[config.mk]
export PLATFORM = sky130hd
export DESIGN_NAME = tpu_instr_frontend
export DESIGN_NICKNAME = d
export VERILOG_FILES = /design/src/rtl/tpu_instr_frontend.sv
export SDC_FILE = /design/constraint.sdc
export NUM_CORES = 2
export LEC_CHECK = 0
export BUFFER_PORTS_ARGS = -buffer_cell sky130_fd_sc_hd__buf_4
export CORE_MARGIN = 2
export CORE_UTILIZATION = 50
export CTS_CLUSTER_DIAMETER = 60
export DETAILED_ROUTE_END_ITERATION = 16
export GPL_TIMING_DRIVEN = 0
export PLACE_DENSITY = 0.66
export SKIP_LAST_GASP = 1
export SYNTH_ARGS = -nofsm -noshare
export SYNTH_HDL_FRONTEND = slang
export SYNTH_SLANG_ARGS = --single-unit
[constraint.sdc]
create_clock -name clk -period 6.57 [get_ports clk]
set_input_delay 0 -clock clk [delete_from_list [all_inputs] [get_ports clk]]
set_output_delay 0 -clock clk [all_outputs]
set_load 0.03 [all_outputs]
[src/rtl/tpu_instr_frontend.sv]
// tpu_instr_frontend: instruction front end for the TPU top level.
// Builds 80-bit instructions from three host-written slices in a staging
// register, queues them in a FIFO, and issues the FIFO head to tpu_core
// with a busy/enable handshake.
//
// Ports:
//   clk, rst              clock, asynchronous active-high reset
//   enable, flush         global issue enable, synchronous clear
//   lower/middle/upper_instr_word, instr_write_enable
//                         slice data [31:0] / [63:32] / [79:64] and strobes
//   instr_port            FIFO head (show-ahead), 0 when empty
//   instr_enable          issue strobe to core (combinational), pops head
//   busy, synchronize     core busy, core completion pulse
//   fifo_empty, fifo_full, almost_full, fifo_level
//                         FIFO status
//   overflow              sticky: a slice write was dropped
//   runtime_count, issue_count
//                         performance counters
//
// Configuration macro: TPU_FRONTEND_PERF_EN builds the runtime and issue
// counters; without it both counters read 0.
module tpu_instr_frontend #(
  parameter int unsigned FIFO_DEPTH        = 32,
  parameter int unsigned ALMOST_FULL_LEVEL = 28
) (
  input  logic                          clk,
  input  logic                          rst,
  input  logic                          enable,
  input  logic                          flush,
  input  logic [31:0]                   lower_instr_word,
  input  logic [31:0]                   middle_instr_word,
  input  logic [15:0]                   upper_instr_word,
  input  logic [2:0]                    instr_write_enable,
  output logic [79:0]                   instr_port,
  output logic                          instr_enable,
  input  logic                          busy,
  input  logic                          synchronize,
  output logic                          fifo_empty,
  output logic                          fifo_full,
  output logic                          almost_full,
  output logic [$clog2(FIFO_DEPTH):0]   fifo_level,
  output logic                          overflow,
  output logic [31:0]                   runtime_count,
  output logic [31:0]                   issue_count
);

  localparam int unsigned AW = $clog2(FIFO_DEPTH);
  localparam int unsigned LW = AW + 1;
  localparam int unsigned IW = 80;
  localparam logic [2:0] MASK_FULL = 3'b111;

  logic [IW-1:0] stage_q;
  logic [2:0]    mask_q;
  logic [IW-1:0] mem [FIFO_DEPTH];
  logic [AW-1:0] rd_ptr_q;
  logic [AW-1:0] wr_ptr_q;
  logic [LW-1:0] level_q;
  logic          overflow_q;

  logic stage_full;
  logic push;
  logic pop;
  logic drop;

  // Handshake and status decode
  always_comb begin
    stage_full   = (mask_q == MASK_FULL);
    fifo_empty   = (level_q == '0);
    fifo_full    = (level_q == LW'(FIFO_DEPTH));
    almost_full  = (level_q >= LW'(ALMOST_FULL_LEVEL));
    pop          = enable & ~busy & ~fifo_empty & ~flush;
    // A pop frees a slot in the same cycle, so a full FIFO can still accept
    push         = ~flush & stage_full & (~fifo_full | pop);
    drop         = ~flush & stage_full & ~push & (|instr_write_enable);
    instr_enable = pop;
    fifo_level   = level_q;
    overflow     = overflow_q;
    instr_port   = fifo_empty ? '0 : mem[rd_ptr_q];
  end

  // Staging register: a push clears the mask so same-cycle strobes start the next instruction
  always_ff @(posedge clk or posedge rst) begin
    if (rst) begin
      stage_q    <= '0;
      mask_q     <= '0;
      overflow_q <= 1'b0;
    end else if (flush) begin
      mask_q     <= '0;
      overflow_q <= 1'b0;
    end else if (drop) begin
      overflow_q <= 1'b1;
    end else begin
      mask_q <= (push ? 3'b000 : mask_q) | instr_write_enable;
      if (instr_write_enable[0]) stage_q[31:0]  <= lower_instr_word;
      if (instr_write_enable[1]) stage_q[63:32] <= middle_instr_word;
      if (instr_write_enable[2]) stage_q[79:64] <= upper_instr_word;
    end
  end

  // FIFO storage
  always_ff @(posedge clk) begin
    if (push) mem[wr_ptr_q] <= stage_q;
  end

  // FIFO pointers and level; power-of-two depth lets pointers wrap naturally
  always_ff @(posedge clk or posedge rst) begin
    if (rst) begin
      rd_ptr_q <= '0;
      wr_ptr_q <= '0;
      level_q  <= '0;
    end else if (flush) begin
      rd_ptr_q <= '0;
      wr_ptr_q <= '0;
      level_q  <= '0;
    end else begin
      if (push) wr_ptr_q <= wr_ptr_q + AW'(1);
      if (pop)  rd_ptr_q <= rd_ptr_q + AW'(1);
      if (push && !pop)      level_q <= level_q + LW'(1);
      else if (pop && !push) level_q <= level_q - LW'(1);
    end
  end

`ifdef TPU_FRONTEND_PERF_EN
  logic        running_q;
  logic [31:0] runtime_q;
  logic [31:0] issue_q;

  // Runtime: starts at 1 on first issue, counts every cycle, final tick on synchronize
  always_ff @(posedge clk or posedge rst) begin
    if (rst) begin
      running_q <= 1'b0;
      runtime_q <= '0;
      issue_q   <= '0;
    end else if (flush) begin
      running_q <= 1'b0;
      issue_q   <= '0;
    end else begin
      if (pop) issue_q <= issue_q + 32'd1;
      if (running_q) begin
        if (runtime_q != '1) runtime_q <= runtime_q + 32'd1;
        if (synchronize) running_q <= 1'b0;
      end else if (pop) begin
        runtime_q <= 32'd1;
        running_q <= 1'b1;
      end
    end
  end

  assign runtime_count = runtime_q;
  assign issue_count   = issue_q;
`else
  logic unused_sync;
  assign unused_sync   = synchronize;
  assign runtime_count = '0;
  assign issue_count   = '0;
`endif

endmodule

==> run metrics <==
Power Internal=30.0 mW; Clock Latency Late Sink=0.95 ns; gr ovfl total=0; worst r2r src=fifo_level[4]$_DFFE_PP0P_; fmax=171 MHz; Cell Area, Synth=102,000 sq um; RSZ-0062 raised after global routing=false; final setup TNS=0 ns; I/O Buffers=177; CP most frequent cell=mux4_2; CTS Root Buffer Type=clkbuf_16; 1st-iter DRT viols=7,565; top cell type's share of synthesized area=75.6%; Core Area=202,000 sq um; routed wire length=285,000 um; fillers=13,800; Flop pwr share=50.3%; share of layout cells above drive strength 1=33.9%; DR DRC count=0; synthesis-to-layout area growth=19.0%; vias in the first global route=50,300; cell area power density=327 nW/um^2; H-tree level count=5; Post-synth EDFFs=2,560; Placer Congestion=0.738; die height=455 um; crit share post-route=89.1%; Antenna Nets Post-Route=0; Worst R2R End=mem[25][18]$_DFFE_PP_; leading cell type in the layout, fill and taps excluded=edfxtp_1; main area contributors after synthesis=edfxtp_1, mux4_2, dfrtp_1, mux2_2, inv_1; Leak Pwr=38.4 nW; starting density of the core=50.3%; I/O Pins=244; CP max-delay cell=clkbuf_1; syn avg cell area=24.2 sq um; Hold Vio Cnt, Final=0; slew margin rel.=-1.47%; Clock Power Share=38.4%; Seq/Total Area, Yosys=78.1%; deepest clock path buffer count=4; area of the multi-input gates=20,800 sq um; worst-path cell chain=buf_2 -> clkbuf_1 -> buf_1 -> mux4_2 -> mux4_2 -> mux2i_1 -> nor2_1 -> buf_4; Startpoint Class=flop; Total Die Area=207,000 sq um; Sw Share=24.2%; status=finished, violations left; critical path capture point type=output pin; Comb pwr share=11.2%; Critical Path AT=5.85 ns; worst path required time=6.57 ns; crit path max fanout=10; HPWL Detailed=176,000 um; total CTS buffers=282; clock transition at the registers of the reported paths=0.06 ns; Hold Path Class=in2reg; r2r setup slk=2.21 ns; FF+latch area=79,400 sq um; commonest cells after routing, fill and taps aside=edfxtp_1, mux4_2, clkbuf_16; reg2reg path depth=11; Post-Syn Instances=4,193; initial antenna violation count=8; fin nets=5,158; fin crit period=5.85 ns; Synth area leader=edfxtp_1; largest net degree at the start of global routing=56; endpoints failing setup=0; Avg WL per Cell=35.9 um; Slew Limit Fails=22; Crit path largest cell delay=1.11 ns; CTS tree=built; worst setup path end=instr_port[9]; Switch Pwr=9.56 mW; Setup Skew=0.0526 ns; FP Rows=165; MaxCap Viol Count=2; Via density=6.35; drt pass-1 iters=5; Worst-Margin Slew=1.52 ns; total power draw=39.6 mW; Final Instance Area=121,000 sq um; post-CTS setup buffers=0; CTS Sinks=2,660; total track usage=27.7%; Yosys reg bits=2,660; Post-synth top flop=edfxtp_1; placed cell areas=110,000 sq um; via count=50,400; FFs w/ async S/R, synth=3.76%; CP startpoint=rd_ptr_q[1]$_DFFE_PP0P_; Die Width=455 um; violated checks=max-capacitance violations, max-slew violations; Synth cell types=41; Peak VDD IR=227 uV; Synth warnings=0; global-route wire length before repair=392,000 um; Setup CP Type=reg2out
[cell families after synthesis]
| family | count (synthesis) | share of synthesized area, % |
|---|---|---|
| DFF | 2660 | 78.1 |
| muxes | 890 | 18.7 |
| buffers and inverters | 426 | 1.94 |
| and+or+nand+nor | 100 | 0.428 |
| AOI/OAI and AO/OA | 96 | 0.609 |
| adders and majority gates | 10 | 0.130 |
| xor gates and xnor gates | 10 | 0.0862 |
| other | 1 | 0.00369 |
[metal layers]
layer,vias up,part of all wire (%),global-route usage (%)
li1,19500,-,-
met1,27000,37,38.2
met2,3361,48,43.9
met3,584,11,5.81
met4,2,4.2,11.0
met5,-,0.0046,0
[registers in the layout (all words and copies together) (netlist names)]
| signal | count |
|---|---|
| fifo_level | 6 |
| mask_q | 3 |
| mem | 2560 |
| overflow | 1 |
| rd_ptr_q | 5 |
| stage_q | 80 |
| wr_ptr_q | 5 |
[power by group through the flow]
stage	combinational, mW	clock, mW	sequential, mW
final	4.44	15.2	19.9
after global routing	4.65	16.0	20.0
after CTS	4.49	15.3	19.9
after detailed placement	4.39	0	20.3
after global placement	4.34	0	20.2
after floorplan	2.77	0	20.0
[what timing repair did]
action                    CTS  global route
gates resized for setup     0             0
hold buffers              175             0
hold endpoints to repair  200             0
[layout make-up]
| class | instances | share of cell area [%] |
|---|---|---|
| clock buffer | 362 | 6.32 |
| buffer | 273 | 1.16 |
| tap | 2672 | 2.76 |
| timing repair buffer | 519 | 5.62 |
| inverter | 153 | 0.479 |
| sequential | 2660 | 65.6 |
| clock inverter | 119 | 0.834 |
| multi-input combinational | 1170 | 17.2 |
| antenna | 8 | 0.0166 |
[per-stage QoR]
stage	cells	setup WS [ns]	util, %	hold WS [ns]
2_1_floorplan	4256	0.984	-	0.151
3_3_place_gp	7105	-5.47	52.7	0.233
3_5_place_dp	7268	1.81	54.6	0.122
4_1_cts	7924	0.823	59.8	0.0497
5_1_grt	7928	0.881	59.8	0.0967
6_report	7936	0.716	59.8	0.0949
[worst min path at each step]
stage,start,to,slack (ns),cells past startpoint
final,instr_write_enable[0],overflow$_DFFE_PP0P_,0.09,4
after floorplan,lower_instr_word[23],stage_q[23]$_DFFE_PP0P_,0.15,1
after global routing,instr_write_enable[0],overflow$_DFFE_PP0P_,0.1,4
after CTS,instr_write_enable[0],overflow$_DFFE_PP0P_,0.05,4
after global placement,lower_instr_word[3],stage_q[3]$_DFFE_PP0P_,0.23,2
after detailed placement,rst,stage_q[53]$_DFFE_PP0P_,0.12,2
[synthesized netlist by cell type, drive strengths merged (5+ instances only)]
cell / n
dfrtp: 100
inv: 153
mux2: 81
nor2: 54
o22ai: 72
ha: 9
buf: 160
edfxtp: 2560
clkbuf: 113
mux2i: 9
nand4: 5
mux4: 800
xor2: 8
nand2: 26
a21oi: 5
[worst max-delay path, delay by kind of cell (launching register included)]
kind	cells	cell delay, ns
buffers and inverters	4	2.79
multiplexers	3	1.61
flip-flops	1	0.39
AND/OR/NAND/NOR	1	0.10
(Power assumes the default switching activity.)
